### src/rtl/uart_tx_fifo_drain_if.sv
// Fifo read-side handshake between a show-ahead fifo and the UART drain.
// master = drain (issues pop), slave = fifo (presents empty/data).
interface uart_tx_fifo_drain_if #(
    parameter int BIT_WIDTH = 8
);
    logic                 fifo_empty;
    logic [BIT_WIDTH-1:0] fifo_data;
    logic                 fifo_pop;

    modport master (
        input  fifo_empty,
        input  fifo_data,
        output fifo_pop
    );

    modport slave (
        output fifo_empty,
        output fifo_data,
        input  fifo_pop
    );
endinterface

### src/rtl/uart_tx_fifo_drain.sv
// Pops bytes from a show-ahead fifo and sends each as a UART 8N1 frame on tx.
// state | meaning
// IDLE  | line high; pops and captures a byte whenever the fifo is not empty
// START | start bit (low) for one bit period
// DATA  | data bits LSB first, one bit period each
// STOP  | stop bit (high); tx_done in its last clk
module uart_tx_fifo_drain #(
    parameter int CLK_FREQ  = 100_000_000,
    parameter int BAUD      = 9600,
    parameter int BIT_WIDTH = 8
) (
    input  logic                  clk,
    input  logic                  rst,
    uart_tx_fifo_drain_if.master  fifo,
    output logic                  tx,
    output logic                  tx_busy,
    output logic                  tx_done
);
    localparam int CLKS_PER_BIT = CLK_FREQ / BAUD;
    localparam int CNT_W = (CLKS_PER_BIT > 1) ? $clog2(CLKS_PER_BIT) : 1;
    localparam int IDX_W = (BIT_WIDTH > 1) ? $clog2(BIT_WIDTH) : 1;
    localparam logic [CNT_W-1:0] CNT_LAST = CNT_W'(CLKS_PER_BIT - 1);
    localparam logic [IDX_W-1:0] IDX_LAST = IDX_W'(BIT_WIDTH - 1);

    typedef enum logic [1:0] {IDLE, START, DATA, STOP} state_t;

    state_t               state, state_nxt;
    logic [CNT_W-1:0]     baud_cnt, baud_cnt_nxt;
    logic [IDX_W-1:0]     bit_idx, bit_idx_nxt;
    logic [BIT_WIDTH-1:0] shift_reg, shift_reg_nxt;
    logic                 tx_nxt, tx_busy_nxt, tx_done_nxt;
    logic                 bit_end;

    assign bit_end       = (baud_cnt == CNT_LAST);
    assign fifo.fifo_pop = (state == IDLE) && !fifo.fifo_empty && !rst;

    always_comb begin
        state_nxt     = state;
        baud_cnt_nxt  = baud_cnt;
        bit_idx_nxt   = bit_idx;
        shift_reg_nxt = shift_reg;
        case (state)
            IDLE: begin
                if (!fifo.fifo_empty) begin
                    state_nxt     = START;
                    baud_cnt_nxt  = '0;
                    shift_reg_nxt = fifo.fifo_data;
                end
            end
            START: begin
                if (bit_end) begin
                    state_nxt    = DATA;
                    baud_cnt_nxt = '0;
                    bit_idx_nxt  = '0;
                end else begin
                    baud_cnt_nxt = baud_cnt + 1'b1;
                end
            end
            DATA: begin
                if (bit_end) begin
                    baud_cnt_nxt  = '0;
                    shift_reg_nxt = shift_reg >> 1;
                    if (bit_idx == IDX_LAST) begin
                        state_nxt = STOP;
                    end else begin
                        bit_idx_nxt = bit_idx + 1'b1;
                    end
                end else begin
                    baud_cnt_nxt = baud_cnt + 1'b1;
                end
            end
            STOP: begin
                if (bit_end) begin
                    state_nxt    = IDLE;
                    baud_cnt_nxt = '0;
                end else begin
                    baud_cnt_nxt = baud_cnt + 1'b1;
                end
            end
            default: state_nxt = IDLE;
        endcase

        // Outputs are derived from the next state so the registered line lines up with the state.
        case (state_nxt)
            START:   tx_nxt = 1'b0;
            DATA:    tx_nxt = shift_reg_nxt[0];
            default: tx_nxt = 1'b1;
        endcase
        tx_busy_nxt = (state_nxt != IDLE);
        tx_done_nxt = (state_nxt == STOP) && (baud_cnt_nxt == CNT_LAST);
    end

    always_ff @(posedge clk) begin
        if (rst) begin
            state     <= IDLE;
            baud_cnt  <= '0;
            bit_idx   <= '0;
            shift_reg <= '0;
            tx        <= 1'b1;
            tx_busy   <= 1'b0;
            tx_done   <= 1'b0;
        end else begin
            state     <= state_nxt;
            baud_cnt  <= baud_cnt_nxt;
            bit_idx   <= bit_idx_nxt;
            shift_reg <= shift_reg_nxt;
            tx        <= tx_nxt;
            tx_busy   <= tx_busy_nxt;
            tx_done   <= tx_done_nxt;
        end
    end
endmodule

### src/flat_wrapper.sv
// flat-port wrapper written by rule: the top's interface ports become plain ports
module uart_tx_fifo_drain_flat 
#(
    parameter int CLK_FREQ  = 100_000_000,
    parameter int BAUD      = 9600,
    parameter int BIT_WIDTH = 8
)
  (clk, rst, tx, tx_busy, tx_done, fifo_fifo_empty, fifo_fifo_data, fifo_fifo_pop);
  uart_tx_fifo_drain_if #(.BIT_WIDTH(BIT_WIDTH)) fifo_i ();
  input  logic clk;
  input  logic rst;
  output logic tx;
  output logic tx_busy;
  output logic tx_done;
  input wire logic [$bits(fifo_i.fifo_empty)-1:0] fifo_fifo_empty;
  input wire logic [$bits(fifo_i.fifo_data)-1:0] fifo_fifo_data;
  output wire logic [$bits(fifo_i.fifo_pop)-1:0] fifo_fifo_pop;
  assign fifo_i.fifo_empty = fifo_fifo_empty;
  assign fifo_i.fifo_data = fifo_fifo_data;
  assign fifo_fifo_pop = fifo_i.fifo_pop;
  uart_tx_fifo_drain #(.CLK_FREQ(CLK_FREQ), .BAUD(BAUD), .BIT_WIDTH(BIT_WIDTH)) u_core (.clk(clk), .rst(rst), .fifo(fifo_i), .tx(tx), .tx_busy(tx_busy), .tx_done(tx_done));
endmodule
### config.mk
export PLATFORM = sky130hd
export DESIGN_NAME = uart_tx_fifo_drain_flat
export DESIGN_NICKNAME = d
export VERILOG_FILES = /design/src/rtl/uart_tx_fifo_drain_if.sv /design/src/rtl/uart_tx_fifo_drain.sv /design/src/flat_wrapper.sv
export SDC_FILE = /design/constraint.sdc
export NUM_CORES = 1
export LEC_CHECK = 0
export BUFFER_PORTS_ARGS = -buffer_cell sky130_fd_sc_hd__buf_4
export CORE_ASPECT_RATIO = 1.2
export CORE_MARGIN = 2
export CORE_UTILIZATION = 50
export CTS_BUF_LIST = sky130_fd_sc_hd__clkbuf_16
export DETAILED_ROUTE_END_ITERATION = 16
export PLACE_DENSITY_LB_ADDON = 0.1
export SLEW_MARGIN = 15
export SYNTH_ARGS = -nofsm -noshare
export SYNTH_HDL_FRONTEND = slang
export SYNTH_SLANG_ARGS = --single-unit
### constraint.sdc
create_clock -name clk -period 2.38 [get_ports clk]
set_clock_uncertainty 0.15 [all_clocks]
set_input_delay 0.238 -clock clk [delete_from_list [all_inputs] [get_ports clk]]
set_output_delay 0.238 -clock clk [all_outputs]
set_load 0.1 [all_outputs]
==> metrics <==
Inst Count DP=261; Period Utilization, post-route=92.9%; detailed-route via count=1769; drt drc=0; Sequential cell area=602 µm²; site row count=23; RSZ-0062 raised after global routing=no; vias per inst=6.50; WP data arrival=2240 ps; ys flop type=dfxtp_1; Critical Path Sink Type=flop; Worst IR Drop VDD=0.479 mV; Slew HR=59.9%; Post-synth EDFFs=0; Syn. warnings=0; Top Ports=15; Clock Sinks=30; Crit Path Class=reg -> reg; Clk pin slew, worst setup/hold paths=50 ps; maxcap violations=0; remaining antenna violation count=0; Post-Route WL=4.46 mm; H-Tree Depth=2; setup violators final=0; Pwr per Cell Area=592 nW/µm²; Logic pwr share=10.6%; internal power=0.000945 W; initial DRC count=90; hold path cells=3; share of cells above drive strength 1=23.0%; Gate Count Post-Synth=211; # port buffers=14; worst flop-to-flop path startpoint=u_core.state[1]; Hold Vio Cnt, Final=0; WP data required=2410 ps; area leader, netlist=dfxtp_1; Synth Net Count=225; ys async rst share=0%; crit-path max FO=11; die area=3940 µm²; sw frac=24.7%; area grow syn2layout=22.7%; Slew @ Worst Pin=600 ps; Layout Cells excl Fill=272; Bufs on Longest Clock Path=2; # hold bufs at CTS=0; GPL Wtd Cong=0.917; fmax=0.452 GHz; ANT cells=0; part of the power in the clock network=47.5%; Reg2Reg Setup Slack=170 ps; Mapped Avg Cell Area=8.19 µm²; drt pass-1 iters=4; sequential power share=41.9%; aggregate global routing overflow=0; most frequent cells in the layout=buf_4, dfxtp_1, nand2_1, a21oi_1, nor2_1; Setup TNS=0 ps; initial core utilization=51.8%; Psw=0.000310 W; DIE WIDTH=57.7 µm; CTS Buf Count=5; clock latency on the worst-skew pair=270 ps; first-pass GRT wire length=7.56 mm; Distinct cells, synth=52; core outline area=3340 µm²; class of the worst hold path=in -> reg; reg2reg end=u_core.tx_done; Final min period=2210 ps; R2R cell count=5; largest net degree at the start of global routing=32; multi-input logic area=1070 µm²; DR WL/cell=16.4 µm; run status=finished clean; fin nets=248; commonest non-fill, non-tap cell in the layout=buf_4; GRT Util Overall=24.5%; post-DP HPWL=3.14 mm; Worst Hold End=u_core.shift_reg[7]; Synth area leaders=dfxtp_1, a21oi_1, nand2_1; Pins Over Slew Limit=0; fillers=295; hold_sp=fifo_fifo_data[7]; CTS tree=done; Yosys top cell area share=34.8%; #FFs+latches synth=30; max reg flops=14; startpoint types=flop; vias in the first global route=1669; Clock Tree Root=clkbuf_16; initial antenna violation count=0; die height=68.4 µm; synthesized area=1730 µm²; register area share after synthesis=34.8%; leakage=0.784 nW
-- through the flow --
stage | total power (W) | setup slack (ps) | instance area [µm²] | util [%] | hold WS, ps
5_1_grt | 0.00130 | 40.4 | 2120 | 63.5 | 79.0
3_5_place_dp | 0.000667 | 73.0 | 1940 | 58.0 | 303
2_1_floorplan | 0.000624 | 64.7 | 1740 | - | 229
6_report | 0.00125 | 168 | 2120 | 63.5 | 43.9
4_1_cts | 0.00126 | 50.6 | 2080 | 62.3 | 41.7
3_3_place_gp | 0.000664 | 128 | 1940 | 58.0 | 292
-- critical path, cell delays in order, from the launching register on --
cell and delay [ps]:
dfxtp_1 490, or2_2 330, mux2_2 400, nor4_1 260
o2111ai_1 170, nor4_1 310
-- worst max-delay path by stage --
stage	from	end	depth (start not counted)
6_report	u_core.state[1]	u_core.tx_done	5
5_1_grt	u_core.baud_cnt[8]	u_core.tx_done	5
4_1_cts	u_core.baud_cnt[1]	u_core.tx_done	7
3_5_place_dp	u_core.baud_cnt[1]	u_core.tx_done	7
3_3_place_gp	u_core.baud_cnt[1]	u_core.tx_done	7
2_1_floorplan	u_core.baud_cnt[0]	u_core.tx	6
-- cells in the mapped netlist (3+ instances only) --
cell      count
a311oi_1      8
a22oi_1       6
o211ai_1      3
clkbuf_1     14
a21oi_1      18
nand2b_1      4
dfxtp_1      30
nor4_1        4
nand4b_1      3
o21ai_0      10
nand2_1      21
nor2_1       18
nand3_1       8
inv_1         4
ha_1          3
nor3_1        6
-- final cells by class --
type                       count  share of cell area [%]
multi-input combinational    160                    50.4
sequential                    30                    28.4
timing repair buffer          33                    11.7
clock buffer                   5                    5.90
tap                           37                    2.18
clock inverter                 3                   0.767
inverter                       4                   0.708
-- per-layer routing --
layer  global-route usage, %  up-vias  share of wire [%]
met1                    29.2      839                 42
met2                    41.2       75                 50
met4                    12.5        0                2.4
met3                    5.48       10                6.2
met5                       0        -                  0
li1                        -      845                  -
-- cells by family (layout without fill, tap and decap cells) --
family	after synthesis	count (layout)	share of synthesized area (%)
flops	30	30	34.8
compound gates	65	65	25.9
simple gates	88	88	29.7
buf+inv	21	45	5.14
xor+xnor	2	2	1.01
fa+ha+maj	3	3	2.17
mux	2	2	1.30
-- power groups by stage --
stage / clock network (W) / logic, W / registers (W)
5_1_grt: 0.000627 / 0.000144 / 0.000527
6_report: 0.000596 / 0.000133 / 0.000526
3_3_place_gp: 0 / 0.000129 / 0.000535
4_1_cts: 0.000607 / 0.000132 / 0.000525
3_5_place_dp: 0 / 0.000131 / 0.000535
2_1_floorplan: 0 / 0.0000732 / 0.000551
-- repair_timing --
item,in CTS,in global routing
endpoints found under the setup margin,0,8
buffers inserted,0,3
hold endpoints to repair,0,0
resized for setup,0,4
(Power assumes the default switching activity.)
